File: src/rtl/serial_adder.sv
// -----------------------------------------------------------------------------
// serial_adder
//   Bit-serial WIDTH-bit adder. An accepted start latches a, b and cin. The
//   block then adds one bit per clock, LSB first. Each bit uses a full adder
//   built from two half adders and a registered carry. When the last bit is
//   done, the full sum and carry-out are published and done pulses for one
//   cycle. Partial results never reach the sum output.
//
// Ports
//   clk    in   1      rising-edge clock
//   rst_n  in   1      asynchronous active-low reset
//   start  in   1      request; accepted only in IDLE or DONE
//   a      in   WIDTH  operand A, sampled on an accepted start
//   b      in   WIDTH  operand B, sampled on an accepted start
//   cin    in   1      carry-in, sampled on an accepted start
//   busy   out  1      high while bits are being added
//   done   out  1      one-cycle pulse: sum/carry just updated
//   sum    out  WIDTH  result of the last completed add
//   carry  out  1      carry-out of the last completed add
// -----------------------------------------------------------------------------
module serial_adder #(
    parameter int WIDTH = 8
) (
    input  logic             clk,
    input  logic             rst_n,
    input  logic             start,
    input  logic [WIDTH-1:0] a,
    input  logic [WIDTH-1:0] b,
    input  logic             cin,
    output logic             busy,
    output logic             done,
    output logic [WIDTH-1:0] sum,
    output logic             carry
);

    localparam int CNT_W = $clog2(WIDTH) + 1;
    localparam logic [CNT_W-1:0] LAST_BIT = CNT_W'(WIDTH - 1);

    typedef enum logic [1:0] {
        IDLE = 2'd0,
        RUN  = 2'd1,
        DONE = 2'd2
    } state_t;

    state_t             state_q, state_d;
    logic [WIDTH-1:0]   a_sr_q, a_sr_d;
    logic [WIDTH-1:0]   b_sr_q, b_sr_d;
    logic [WIDTH-1:0]   res_q, res_d;
    logic               c_q, c_d;
    logic [CNT_W-1:0]   cnt_q, cnt_d;
    logic               busy_q, busy_d;
    logic               done_q, done_d;
    logic [WIDTH-1:0]   sum_q, sum_d;
    logic               carry_q, carry_d;

    // Full adder on the current LSBs, formed from two half adders.
    logic ha0_s, ha0_c, ha1_s, ha1_c, fa_c;

    assign ha0_s = a_sr_q[0] ^ b_sr_q[0];
    assign ha0_c = a_sr_q[0] & b_sr_q[0];
    assign ha1_s = ha0_s ^ c_q;
    assign ha1_c = ha0_s & c_q;
    assign fa_c  = ha0_c | ha1_c;

    always_comb begin
        // NOTE: every signal gets its hold value first so no path leaves it
        // unassigned; otherwise synthesis would infer a latch.
        state_d = state_q;
        a_sr_d  = a_sr_q;
        b_sr_d  = b_sr_q;
        res_d   = res_q;
        c_d     = c_q;
        cnt_d   = cnt_q;
        busy_d  = busy_q;
        done_d  = 1'b0;
        sum_d   = sum_q;
        carry_d = carry_q;

        case (state_q)
            IDLE, DONE: begin
                // DONE accepts start exactly like IDLE, so ops can run back to back.
                if (start) begin
                    a_sr_d  = a;
                    b_sr_d  = b;
                    c_d     = cin;
                    cnt_d   = '0;
                    busy_d  = 1'b1;
                    state_d = RUN;
                end else begin
                    busy_d  = 1'b0;
                    state_d = IDLE;
                end
            end

            RUN: begin
                // start is ignored here: no restart, no queueing.
                a_sr_d             = a_sr_q >> 1;
                b_sr_d             = b_sr_q >> 1;
                res_d              = res_q >> 1;
                res_d[WIDTH-1]     = ha1_s;
                c_d                = fa_c;
                cnt_d              = cnt_q + 1'b1;
                if (cnt_q == LAST_BIT) begin
                    // Publish only the complete result, on the RUN->DONE edge.
                    sum_d   = res_d;
                    carry_d = fa_c;
                    busy_d  = 1'b0;
                    done_d  = 1'b1;
                    state_d = DONE;
                end
            end

            default: begin
                busy_d  = 1'b0;
                state_d = IDLE;
            end
        endcase
    end

    // NOTE: state registers use non-blocking assignments, so every flop
    // samples the pre-edge values regardless of statement order.
    always_ff @(posedge clk or negedge rst_n) begin
        if (!rst_n) begin
            state_q <= IDLE;
            a_sr_q  <= '0;
            b_sr_q  <= '0;
            res_q   <= '0;
            c_q     <= 1'b0;
            cnt_q   <= '0;
            busy_q  <= 1'b0;
            done_q  <= 1'b0;
            sum_q   <= '0;
            carry_q <= 1'b0;
        end else begin
            state_q <= state_d;
            a_sr_q  <= a_sr_d;
            b_sr_q  <= b_sr_d;
            res_q   <= res_d;
            c_q     <= c_d;
            cnt_q   <= cnt_d;
            busy_q  <= busy_d;
            done_q  <= done_d;
            sum_q   <= sum_d;
            carry_q <= carry_d;
        end
    end

    assign busy  = busy_q;
    assign done  = done_q;
    assign sum   = sum_q;
    assign carry = carry_q;

endmodule

File: config.mk
export PLATFORM = sky130hd
export DESIGN_NAME = serial_adder
export DESIGN_NICKNAME = d
export VERILOG_FILES = /design/src/rtl/serial_adder.sv
export SDC_FILE = /design/constraint.sdc
export NUM_CORES = 1
export LEC_CHECK = 0
export ABC_AREA = 1
export CORE_ASPECT_RATIO = 1.1
export CORE_UTILIZATION = 30
export CTS_CLUSTER_SIZE = 16
export DETAILED_ROUTE_END_ITERATION = 8
export PLACE_DENSITY_LB_ADDON = 0.1
export SYNTH_ARGS = -nofsm -noshare
export SYNTH_HDL_FRONTEND = slang
export SYNTH_SLANG_ARGS = --single-unit
File: constraint.sdc
create_clock -name clk -period 1.7 [get_ports clk]
set_input_delay 0.255 -clock clk [delete_from_list [all_inputs] [get_ports clk]]
set_output_delay 0.255 -clock clk [all_outputs]
set_load 0.01 [all_outputs]
Yosys cells after proc, flatten, opt, wreduce, memory -nomap -nowiden
Index checks and enable logic that the tools add are counted.
Word-level totals
  word-level logic and storage cells: 42
  output and inout port bits: 11
  bits in registers: 42
Operators by class
  reductions and logical operators: 5
  mux-type cells: 16
  eq/ne operators: 5
  bitwise gates (word level): 5
  add/sub/neg operators: 1
Operators with widths (count)
  $pmux 8 s2: 2
  $mux 8: 2
  $pmux 4 s2: 1
  $mux 1: 6
  $add 4x1->4 const B: 1
  $eq 4x3->1 const B: 1
  $mux 4: 1
  $ne 2x2->1 const B: 2
  $pmux 1 s2: 2
  $pmux 2 s2: 1
  $reduce_and 2->1: 2
  $and 1x1->1: 2
  $eq 2x1->1 const B: 1
  $eq 2x2->1 const B: 1
  $logic_not 2->1: 1
  $mux 2: 1
  $reduce_bool 2->1: 1
  $reduce_or 2->1: 1
  $xor 1x1->1: 2
  $or 1x1->1: 1

Logic depth before layout (Yosys ltp)
Gate-level depths: netlist of the first run.
  word-level depth: 4
  depth in mapped cells: 7
  depth with buffers taken out: 6

Least setup slack after synthesis of the first run
Ideal clock, no wire load.
  path type: register to register
  from: register a_sr_q[0]
  to: register res_q[7]
  arrival: 0.988 ns
  path buffers: 0
  setup slack: 0.586 ns
  period minus slack after synthesis: 1.114 ns
  setup time: 0.126 ns
  cell stages (with the launch flop): 4
  cells stage by stage: dfrtp_1 -> fa_1 -> nand2_1 -> o21ai_0
On the way
  word-level cells in the longest chain between the ends: 2
Ends and longest elaborated chain
  start, declared: line 46  | logic [WIDTH-1:0] a_sr_q, a_sr_d;
  start signal, assigned: line 136  | a_sr_q <= a_sr_d;
  $xor 1x1->1: line 59  | assign ha0_s = a_sr_q[0] ^ b_sr_q[0];
  $xor 1x1->1: line 61  | assign ha1_s = ha0_s ^ c_q;
  net ha1_s: line 57  | logic ha0_s, ha0_c, ha1_s, ha1_c, fa_c;
  end signal, assigned: line 138  | res_q <= res_d;
  end, declared: line 48  | logic [WIDTH-1:0] res_q, res_d;
The timed path passes the listed nets, and every way through them passes these cells.
A chain may end at the register's enable or synchronous reset.

Final worst setup path of the first run
  from: register busy_q, in the netlist busy
  to: output port busy
RTL lines
  start, declared: line 51  | logic busy_q, busy_d;
  start signal, assigned: line 141  | busy_q <= busy_d;
  end, declared: line 30  | output logic busy,
No word-level cell between the ends.

==> reports/metrics.yaml, run 1 <==
final_layout:
  drive_gt1_share_pct: 7.663
  nFillCells: 637
  fin_util_pct: 39.74
  area_delta_synth_final_pct: 26.21
  layoutNonFillerInstCount: 338
  fin_nets: 282
  multi_input_area_sq_um: 655.6
  seq_area_sq_mm: 0.001026
  diodes: 0
cts:
  root_buffer: "clkbuf_8"
  cts_buffers: 5
  cts_htree_levels: 2
  cts_tree: "built"
  clockBufferDepth: 2
  clkLatencyLatePin_ns: 0.29
  clkTransAtPathRegs_ns: 0.08
  cts_sinks: 41
worst_setup_path:
  r2r_cells: 6
  critPathBufInv: 1
  cpPeakStageDelay_ns: 0.54
  r2r_end: "b_sr_q[0]"
  crit_chain: "clkdlybuf4s50_1"
  cp_top_family: "buffers and inverters"
  crit_path_end_kind: "output port"
  crit_required_ns: 1.44
  worst-path-stages: 1
  reg2reg_from: "state_q[0]"
  worstPathArrival_ns: 1.19
  cpMaxStageDelayCell: "clkdlybuf4s50_1"
  path_class: "flip-flop to output port"
  worstPathMaxFanout: 2
  ff2ff_setup_slack_ns: 0.30
  start_kind: "flip-flop"
timing:
  tns_ns: 0
  tightest_slew_ns: 0.6191
  grt_setup_unrepaired: "no"
  worst_clock_skew_ns: 0.001691
  holdWs_ns: 0.4451
  timing.fmax_ghz: 0.6898
  relSlewSlack_pct: 58.68
  fin_crit_ns: 1.450
  fin_crit_sh_pct: 85.27
  final-max-slew-violation-count: 0
  hold_viol_final: 0
  finalSetupViolCount: 0
logic_synthesis:
  ys_seq_area_share_pct: 56.13
  syn_nets: 246
  syn_area_per_cell_sq_um: 8.161
  ys.warnings.count: 0
  netlist_area_sq_mm: 0.001828
  synthCells: 224
  ys_seq_elements: 41
  ys_types: 18
die:
  coreArea_sq_mm: 0.005806
  die_w_um: 76.43
  die-area_sq_mm: 0.006410
  ios: 31
  die_y_um: 83.87
  start_util_pct: 31.49
  rows: 29
detailed_routing:
  drtIter0Drc: 17
  ant_nets: 0
  wl_per_cell_um: 10.23
  wl_mm: 3.457
  firstDrtPassIters: 4
  drcViolationCount: 0
  viasPerCell: 4.118
  num_vias: 1392
global_routing:
  grt_max_degree: 24
  grt_usage_pct: 12.83
  antenna_found_initial: 0
  grt_overflow: 0
  grt_pass1_wl_mm: 6.430
  grt_pass1_vias: 1483
power:
  powerDensity_mw_per_mm2: 1685
  p_leak_nw: 1.214
  ir_worst_vdd_mv: 0.4760
  finalPower_mw: 3.889
job:
  maxCapViolations: 0
placement:
  gp_congestion: 0.7070
  dpl.hpwl_mm: 2.329
  dp.cells: 329
  io_buffers: 30
status:
  outcome: "finished clean"
worst_hold_path:
  hold_class: "primary input to asynchronous set/reset pin"
-- cells by family (layout without fill, tap and decap cells) --
| group | count (synthesis) | count (layout) | share of synthesized area, % |
|---|---|---|---|
| compound gates | 8 | 8 | 2.190 |
| buf+inv | 29 | 66 | 8.008 |
| simple gates | 144 | 144 | 31.90 |
| fa+ha+maj | 2 | 2 | 1.780 |
| flops | 41 | 41 | 56.13 |
-- layer usage --
metal  global-route usage (%)  routed length, um  vias to the layer above
li1                         -                  -                      740
met1                    15.68               1760                      618
met2                    21.21               1513                       30
met3                    3.607                130                        4
met4                    5.245                 52                        0
met5                        0                  0                        -
-- metrics by stage --
stage,worst slack [ns],area [sq um]
5_1_grt,0.08291,2307
6_report,0.2504,2307
3_3_place_gp,0.04643,2215
2_1_floorplan,0.5856,1828
4_1_cts,0.2254,2307
3_5_place_dp,0.04359,2215
-- final cells by class --
| type | count | area share (%) |
|---|---|---|
| inverter | 23 | 3.742 |
| sequential | 41 | 44.47 |
| clock buffer | 6 | 3.145 |
| timing repair buffer | 35 | 15.62 |
| tap | 77 | 4.176 |
| clock inverter | 2 | 0.4338 |
| multi-input combinational | 154 | 28.42 |
-- cells in the mapped netlist --
library cell,instances,share of area (%)
dfrtp_1,41,56
nor2_1,3,0.62
nor2_2,1,0.34
o21ai_0,7,1.9
ha_1,1,0.68
nand4_1,1,0.34
a21oi_1,1,0.27
nor2_8,1,1.1
nand2_2,2,0.68
buf_6,4,2.5
or2_2,1,0.34
nand3_1,5,1.4
nor2_4,1,0.62
fa_1,1,1.1
buf_4,2,0.82
inv_1,21,4.3
nand2_1,129,26
inv_2,2,0.41
-- registers in the layout (all words and copies together), names as in the netlist --
name and count:
carry 1, sum 8, done 1, cnt_q 4
b_sr_q 8, res_q 7, c_q 1, state_q 2
busy 1, a_sr_q 8
-- report_power, final --
part	internal (mW)	leakage, nW	total, mW	switching [mW]
Clock	0.285	0.0450	0.628	0.343
Sequential	1.41	0.515	1.68	0.273
Combinational	0.699	0.654	1.58	0.878
Total	2.40	1.21	3.89	1.49
-- worst max-delay path by stage --
stage | end | from | slack [ns]
after floorplan | res_q[7] | a_sr_q[0] | 0.59
final | busy | busy | 0.25
after detailed placement | b_sr_q[0] | start | 0.04
after global placement | a_sr_q[4] | start | 0.05
after global routing | b_sr_q[6] | state_q[0] | 0.08
after CTS | busy | busy | 0.23
-- layout by cell type, fill, tap and decap left out, drive strengths merged --
cell	n
a21oi	1
o21ai	7
dfrtp	41
clkinv	2
buf	5
nand4	1
ha	1
clkbuf	6
fa	1
nand3	5
clkdlybuf4s50	29
dlygate4sd3	1
inv	23
or2	1
nand2	131
nor2	6
-- repair_timing --
item / CTS / global route
endpoints found under the hold margin: 18 / 0
buffers inserted: 0 / 0
gates resized for setup: 0 / 0
hold buffers: 1 / 0
No activity file was read; power rests on OpenSTA's default activity.
==> run 2, diff against run 1 <==
--- a/config.mk
+++ b/config.mk
@@ -11,6 +11,8 @@
 export CTS_CLUSTER_SIZE = 16
 export DETAILED_ROUTE_END_ITERATION = 8
 export PLACE_DENSITY_LB_ADDON = 0.1
+export SETUP_SLACK_MARGIN = 0.2
+export SLEW_MARGIN = 20
 export SYNTH_ARGS = -nofsm -noshare
 export SYNTH_HDL_FRONTEND = slang
 export SYNTH_SLANG_ARGS = --single-unit
==> run 2 against run 1 <==
Sequential power hardly changed. Fmax hardly changed. First-iteration DRC count is 29% higher. Combinational power is 4% higher. Clock power hardly changed. Critical path depth stayed put. Utilization is 0.37 points higher. Critical path type unchanged. Register-to-register slack better by 0.03 ns. Wire length is 3.7% higher.
==> reports/metrics.yaml, run 2 (synthesized netlist as in run 1, its figures left out) <==
worst_setup_path:
  crit_path_end_kind: "output port"
  reg2reg_from: "state_q[0]"
  worstPathMaxFanout: 2  # unchanged
  cp_top_family: "buffers and inverters"
  worstPathArrival_ns: 1.19  # about the same
  crit_required_ns: 1.44  # about the same
  setup.worst_path.start: "busy"
  start_kind: "flip-flop"
  cpPeakStageDelay_ns: 0.54  # about the same
  path_class: "flip-flop to output port"
  critPathBufInv: 1  # unchanged
  cpMaxStageDelayCell: "clkdlybuf4s50_1"
  crit_chain: "clkdlybuf4s50_1"
detailed_routing:
  wl_per_cell_um: 10.55  # +3.1%
  wl_mm: 3.586  # +3.7%
  drcViolationCount: 0  # unchanged
  num_vias: 1409  # +1.2%
  drtIter0Drc: 22  # +5
  firstDrtPassIters: 4  # unchanged
  ant_nets: 0  # unchanged
  viasPerCell: 4.144  # +0.63%
timing:
  grt_setup_unrepaired: "no"
  tns_ns: 0  # unchanged
  final-max-slew-violation-count: 0  # unchanged
  fin_crit_ns: 1.450  # +0.0001440 ns
  worst_clock_skew_ns: 0.002525  # +0.0008345 ns
  timing.fmax_ghz: 0.6898  # about the same
  finalSetupViolCount: 0  # unchanged
  tightest_slew_ns: 0.4667  # -0.1524 ns
  relSlewSlack_pct: 68.89  # +10 points
  fin_crit_sh_pct: 85.28  # about the same
  hold_viol_final: 0  # unchanged
  setup_slack_ns: 0.2503  # -0.0001440 ns
cts:
  cts_htree_levels: 2  # unchanged
  cts_sinks: 41  # unchanged
  cts_buffers: 5  # unchanged
  root_buffer: "clkbuf_8"
  clkLatencyLatePin_ns: 0.29  # about the same
  cts_tree: "built"
  clockBufferDepth: 2  # unchanged
  clkTransAtPathRegs_ns: 0.08  # about the same
power:
  powerDensity_mw_per_mm2: 1699  # +0.82%
  pwr-share-seq_pct: 42.6  # -0.7 points
  p_int_mw: 2.410  # +0.63%
  clock_power_share_pct: 15.8  # -0.3 points
  p_leak_nw: 1.207  # -0.56%
  combPwrFrac_pct: 41.5  # +1.0 points
  sw_frac_of_total_pct: 39.08  # +0.68 points
  switchingPower_mw: 1.546  # +3.5%
  ir_worst_vdd_mv: 0.4784  # +0.50%
global_routing:
  antenna_found_initial: 0  # unchanged
  grt_usage_pct: 12.83  # unchanged
  grt_pass1_wl_mm: 6.430  # unchanged
  grt_max_degree: 24  # unchanged
  grt_overflow: 0  # unchanged
  grt_pass1_vias: 1483  # unchanged
status:
  outcome: "finished clean"
final_layout:
  area_delta_synth_final_pct: 27.38
  drive_gt1_share_pct: 9.125  # +1.5 points
  diodes: 0  # unchanged
  nFillCells: 635  # -0.31%
  layout_commonest_cell: "nand2_1"
  final_cell_mix: "nand2_1, dfrtp_1, clkdlybuf4s50_1"
  fin_nets: 284  # +0.71%
worst_hold_path:
  hold_class: "primary input to asynchronous set/reset pin"
die:
  coreArea_sq_mm: 0.005806  # unchanged
  die_w_um: 76.43  # unchanged
  die-area_sq_mm: 0.006410  # unchanged
  ios: 31  # unchanged
  rows: 29  # unchanged
  start_util_pct: 31.49  # unchanged
  die_y_um: 83.87  # unchanged
placement:
  io_buffers: 30  # unchanged
  gp_congestion: 0.7070  # unchanged
  pre_cts_ws_ns: 0.04359  # unchanged
  dpl.hpwl_mm: 2.329  # unchanged
job:
  maxCapViolations: 0  # unchanged
## run 2: power groups by stage
stage / clock (mW) / sequential, mW / combinational [mW]
final: 0.627 / 1.69 / 1.64
after CTS: 0.653 / 1.69 / 1.62
after global placement: 0 / 1.70 / 1.61
after global routing: 0.687 / 1.75 / 1.92
after detailed placement: 0 / 1.70 / 1.62
after floorplan: 0 / 1.71 / 1.10
## run 2: final cells by class
cell class              instances  area [sq um]  area share, %
clock buffers                   6         72.57          3.117
flip-flops and latches         41          1026          44.06
repair inverters                2         15.01         0.6448
multi-input cells             154         658.1          28.26
clock inverters                 2         10.01         0.4299
well taps                      77         96.34          4.138
repair buffers                 35         360.3          15.48
inverters                      23         90.09          3.869
## run 2: metrics by stage
stage               util [%]  power, mW  cells  instance area, sq um  hold slack [ns]
floorplan                  -      2.816    224                  1828         -0.04059
global placement       38.15      3.309    329                  2215           0.2456
detailed placement     38.15      3.321    329                  2215           0.2431
CTS                    39.74      3.967    338                  2307           0.4541
global route           40.11      4.360    340                  2328           0.4875
finish                 40.11      3.957    340                  2328           0.4450
## run 2: layer usage
layer / track usage [%] / share of wire, %
met2: 21.21 / 45
met3: 3.607 / 3.8
met4: 5.245 / 1.8
met1: 15.68 / 50
met5: 0 / 0
## run 2: repair_timing
action / 4_1_cts / 5_1_grt
setup buffers: 0 / 0
endpoints found under the setup margin: 0 / 20
gates resized for setup: 0 / 4
endpoints found under the hold margin: 18 / 0
hold buffers: 1 / 0
## run 2: worst reg2reg max path: stages (launching register included)
cell	delay [ns]
dfrtp_1	0.42
inv_2	0.12
nand2_1	0.10
nand2_2	0.18
clkinvlp_4	0.26
nand2_1	0.12
nand2_1	0.05
## run 2: path summary, 6_finish.rpt
kind | endpoint | slack [ns] | depth (start not counted)
max | busy | 0.25 | 1
max in group asynchronous | a_sr_q[0] | 0.77 | 3
max reg2reg | b_sr_q[0] | 0.33 | 6
min in group clk | sum[6] | 0.47 | 2
min reg2reg | sum[6] | 0.47 | 2
min | sum[0] | 0.45 | 2
==> run 3, diff against run 2 <==
--- a/config.mk
+++ b/config.mk
@@ -7,6 +7,7 @@
 export LEC_CHECK = 0
 export ABC_AREA = 1
 export CORE_ASPECT_RATIO = 1.1
+export CORE_MARGIN = 5
 export CORE_UTILIZATION = 30
 export CTS_CLUSTER_SIZE = 16
 export DETAILED_ROUTE_END_ITERATION = 8
==> run 3 against run 2 <==
Combinational power up 3%. Clock skew increased by 0.0070 ns. Largest power group is now combinational cells. Worst setup slack improved by 0.0082 ns. Non-clock buffer count is the same. Highest routed layer unchanged. Worst hold slack better by 0.011 ns. First-iteration DRC count down 23%. Largest cell class unchanged. Utilization increased by 0.89 points. Sequential power about the same. Die area up 21%. Final area up 2.8%. Via count increased by 1.2%.
==> reports/metrics.yaml, run 3 (synthesized netlist as in run 1, its figures left out) <==
detailed_routing:
  wl_mm: 3.860  # +7.6%
  wl_per_cell_um: 11.32  # +7.3%
  viasPerCell: 4.182  # +0.91%
  ant_nets: 0  # unchanged
  firstDrtPassIters: 4  # unchanged
  num_vias: 1426  # +1.2%
  drcViolationCount: 0  # unchanged
  drtIter0Drc: 17  # -23%
cts:
  clockBufferDepth: 2  # unchanged
  clkLatencyLatePin_ns: 0.30  # about the same
  cts_htree_levels: 2  # unchanged
  root_buffer: "clkbuf_8"
  cts_sinks: 41  # unchanged
  cts_tree: "built"
  post_cts_buffers: 0  # unchanged
  cts_buffers: 5  # unchanged
  clkTransAtPathRegs_ns: 0.08  # about the same
final_layout:
  diodes: 0  # unchanged
  nFillCells: 644  # +1.4%
  layout_commonest_cell: "nand2_1"
  fin_nets: 285  # +0.35%
  area_delta_synth_final_pct: 31.01
  drive_gt1_share_pct: 9.848  # +0.72 points
  final_cell_mix: "nand2_1, dfrtp_1, clkdlybuf4s50_1"
  layoutNonFillerInstCount: 341  # +0.29%
placement:
  dp.cells: 329  # unchanged
  dpl.hpwl_mm: 2.458  # +5.6%
  io_buffers: 30  # unchanged
  gp_congestion: 0.7041  # -0.41%
timing:
  hold_viol_final: 0  # unchanged
  finalSetupViolCount: 0  # unchanged
  tightest_slew_ns: 0.5279  # +0.06116 ns
  tns_ns: 0  # unchanged
  grt_setup_unrepaired: "no"
  fin_crit_ns: 1.442  # -0.008181 ns
  timing.fmax_ghz: 0.6937  # +0.57%
  worst_clock_skew_ns: 0.009478  # +0.006952 ns
  relSlewSlack_pct: 64.81  # -4.1 points
  final-max-slew-violation-count: 0  # unchanged
  fin_crit_sh_pct: 84.80  # -0.48 points
global_routing:
  grt_max_degree: 22  # -8.3%
  grt_usage_pct: 10.86  # -2.0 points
  antenna_found_initial: 0  # unchanged
  grt_pass1_vias: 1456  # -1.8%
  grt_pass1_wl_mm: 6.630  # +3.1%
  grt_overflow: 0  # unchanged
worst_setup_path:
  r2r_end: "a_sr_q[1]"
  reg2reg_from: "state_q[0]"
  cpMaxStageDelayCell: "clkdlybuf4s50_1"
  ff2ff_setup_slack_ns: 0.40  # +0.07 ns
  crit_path_end_kind: "output port"
  worstPathArrival_ns: 1.19  # about the same
  crit_required_ns: 1.44  # about the same
  worstPathMaxFanout: 2  # unchanged
  cp_top_family: "buffers and inverters"
  start_kind: "flip-flop"
  critPathBufInv: 1  # unchanged
  setup.worst_path.start: "carry"
  cpPeakStageDelay_ns: 0.53  # about the same
  path_class: "flip-flop to output port"
  r2r_cells: 6  # unchanged
  crit_end: "carry"
  crit_chain: "clkdlybuf4s50_1"
  worst-path-stages: 1  # unchanged
worst_hold_path:
  hold_class: "primary input to asynchronous set/reset pin"
job:
  maxCapViolations: 0  # unchanged
die:
  die_y_um: 91.87  # +9.5%
  die_w_um: 84.43  # +10%
  die-area_sq_mm: 0.007756  # +21%
  rows: 29  # unchanged
  start_util_pct: 31.29  # -0.20 points
  coreArea_sq_mm: 0.005842  # +0.62%
  ios: 31  # unchanged
power:
  finalPower_mw: 4.300  # +8.7%
  powerDensity_mw_per_mm2: 1795  # +5.7%
  combPwrFrac_pct: 39.2  # -2.3 points
  clock_power_share_pct: 21.7  # +5.9 points
  switchingPower_mw: 1.585  # +2.5%
  ir_worst_vdd_mv: 0.5252  # +9.8%
  p_leak_nw: 1.244  # +3.1%
  sw_frac_of_total_pct: 36.86  # -2.2 points
  pwr-share-seq_pct: 39.1  # -3.5 points
  p_int_mw: 2.715  # +13%
status:
  outcome: "finished clean"
==> run 3: cell count changes in the layout (fill, tap and decap cells not counted), sizes merged <==
| cell | previous run | this run |
|---|---|---|
| dlymetal6s2s | 0 | 1 |
| clkinvlp | 3 | 4 |
| clkdlybuf4s50 | 29 | 28 |
| clkinv | 2 | 1 |
| clkbuf | 6 | 5 |
| bufinv | 0 | 2 |
==> run 3: routing by layer <==
layer	track usage (%)	share of wire [%]
met3	3.763	6.2
met5	0	0
met4	3.958	1.6
met2	18.29	47
met1	12.83	45
==> run 3: cell type report <==
cell class / count / area [sq um] / area share, %
well taps: 77 / 96.34 / 4.023
multi-input cells: 154 / 663.1 / 27.69
repair inverters: 3 / 22.52 / 0.9404
clock inverters: 3 / 65.06 / 2.717
flip-flops and latches: 41 / 1026 / 42.84
repair buffers: 35 / 362.8 / 15.15
clock buffers: 5 / 68.82 / 2.874
inverters: 23 / 90.09 / 3.762
==> run 3: timing repair <==
action | CTS | global route
endpoints found under the hold margin | 20 | 0
hold buffers | 1 | 0
resized for setup | 0 | 7
endpoints found under the setup margin | 0 | 21
==> run 3: power by group through the flow <==
stage | logic, mW | clock network [mW] | registers [mW]
6_report | 1.69 | 0.933 | 1.68
3_5_place_dp | 1.62 | 0 | 1.70
2_1_floorplan | 1.10 | 0 | 1.71
3_3_place_gp | 1.60 | 0 | 1.70
5_1_grt | 1.98 | 1.00 | 1.75
4_1_cts | 1.63 | 0.966 | 1.69
==> run 3: stage by stage <==
stage          cell area (sq um)  worst slack, ns  util (%)  hold WS, ns
2_1_floorplan               1828           0.5856         -     -0.04059
3_3_place_gp                2215          0.06433     37.91       0.2597
3_5_place_dp                2215          0.05510     37.91       0.2686
4_1_cts                     2359           0.2329     40.37       0.4710
5_1_grt                     2395           0.2028     40.99       0.4693
6_report                    2395           0.2584     40.99       0.4562
==> run 3: worst min path at each step <==
stage | from | cells past startpoint | to
2_1_floorplan | rst_n | 0 | a_sr_q[0]
3_3_place_gp | rst_n | 1 | sum[1]
3_5_place_dp | rst_n | 1 | sum[1]
4_1_cts | rst_n | 2 | sum[4]
5_1_grt | b[7] | 3 | b_sr_q[7]
6_report | rst_n | 2 | sum[4]
==> patch: new RTL, config.mk and constraints of run 3 <==
Change the parameter `WIDTH` from 8 to 4.
--- a/src/rtl/serial_adder.sv
+++ b/src/rtl/serial_adder.sv
@@ -19,7 +19,7 @@
 //   carry  out  1      carry-out of the last completed add
 // -----------------------------------------------------------------------------
 module serial_adder #(
-    parameter int WIDTH = 8
+    parameter int WIDTH = 4
 ) (
     input  logic             clk,
     input  logic             rst_n,
Ports: changed (resized a, b and sum); port bits go from 31 to 19. The function was not compared with the original's and may differ.
==> patch against run 3 <==
Synthesized cell count down 43%. Power decreased by 39%. Largest power group unchanged. Area after synthesis decreased by 38%. Routed wire length is 47% lower. First-iteration DRC count grew 71%. Largest cell class unchanged. Clock power is 59% lower. Sequential share of layout area fell by 0.99 points. Sequential cell count is 17 lower. Cell area down 40%. Setup slack better by 0.038 ns. Clock skew fell by 0.0045 ns. Combinational power decreased by 26%.
==> patch: results <==
metrics = {
    "drt": {
        "dr.pass1.iters": 4,
        "viasPerCell": 4.15,
        "met2_length_um": 919,
        "post_drt_wl_per_cell_um": 10.3,
        "dr.max_layer_used": "met4",
        "met1_length_um": 1010,
        "wl_met3_um": 99,
        "drtIter0Drc": 29,
    },
    "synth": {
        "synth_compound_area_share_pct": 7.57,
        "syn_area_per_cell_um2": 8.98,
        "synth_cell_types": 17,
        "synthAdderAreaFrac_pct": 3.95,
        "synthXorXnorAreaFrac_pct": 0,
        "ys_top_cells_by_area": "dfrtp_1, nand2_1, inv_1",
        "yosys-top-cells-count": "nand2_1, dfrtp_1, inv_1, nand3_1, o21ai_2",
        "async_reset_ff_share_pct": 100,
        "yosysSeqAreaShare_pct": 52.7,
        "synth_nets": 142,
        "muxShareOfSynthArea_pct": 0,
    },
    "timing": {
        "timing.slew.headroom_pct": 79.4,
        "fin_skew_ns": 0.00494,
        "fmax_ghz": 0.712,
    },
    "setup_path": {
        "critPathMaxFanout": 2,
        "worst_r2r_path_depth": 6,
        "r2r_end": "carry$_DFFE_PN0P_",
        "cp.arrival_ns": 1.15,
        "crit_end": "busy",
        "r2r_start": "cnt_q[0]$_DFFE_PN0P_",
        "r2r_slack_ns": 0.33,
        "cp-startpoint": "busy$_DFFE_PN0P_",
    },
    "cells_and_area": {
        "antenna_cells": 0,
        "layout-drive-gt1-share_pct": 14.8,
        "final_nets": 165,
        "fin_cells": 199,
    },
    "cts": {
        "cts-buffers-inserted": 3,
        "root_buffer": "clkbuf_8",
        "cts_setup_buffers": 0,
        "clockBufferDepth": 2,
        "worstSkewPairLatency_ns": 0.26,
        "htreeDepth": 1,
    },
    "pwr": {
        "switching_share_pct": 39.8,
        "irDropWorstVdd_v": 0.000475,
        "p_clk_uw": 382,
        "power.total_mw": 2.62,
        "p_leak_nw": 0.747,
        "combPwrFrac_pct": 47.9,
    },
    "grt": {
        "antenna_found_initial": 0,
        "use_met1_pct": 12.1,
        "met2_usage_pct": 15.1,
        "groute.usage.overall_pct": 9.14,
        "grt_max_degree": 25,
        "grt_pass1_vias": 799,
        "met3_usage_pct": 1.49,
        "grt_pass1_wl_um": 3560,
    },
    "placement": {
        "place_congestion": 0.823,
        "hpwl_um": 1540,
        "placed_area_um2": 1380,
        "portBuffers": 18,
        "pre_cts_ws_ns": 0.319,
    },
    "outcome": {
        "status": "finished clean",
    },
}
-- patch: cell types whose count changed after synthesis, sizes merged, moves of 2 or more --
cell	before	now
buf	6	4
nor2	6	3
nand3	5	14
o21ai	7	11
dfrtp	41	24
nand2	131	42
-- patch: area by class of cell --
cell class / count / area (um2)
fill: 387 / 2220
tap: 50 / 62.6
timing repair buffer: 22 / 223
clock buffer: 4 / 55.1
inverter: 24 / 92.6
multi-input combinational: 75 / 402
sequential: 24 / 601
-- patch: how the worst min path moves through the flow --
stage                     slack, ns            startpoint                     to
after floorplan               -0.04                 rst_n  a_sr_q[0]$_DFFE_PN0P_
after global placement         0.46  res_q[1]$_DFFE_PN0P_     sum[0]$_DFFE_PN0P_
after detailed placement       0.46      busy$_DFFE_PN0P_       busy$_DFFE_PN0P_
after CTS                      0.35                 rst_n         done$_DFF_PN0_
after global routing           0.38                 rst_n       busy$_DFFE_PN0P_
final                          0.34                 rst_n       busy$_DFFE_PN0P_
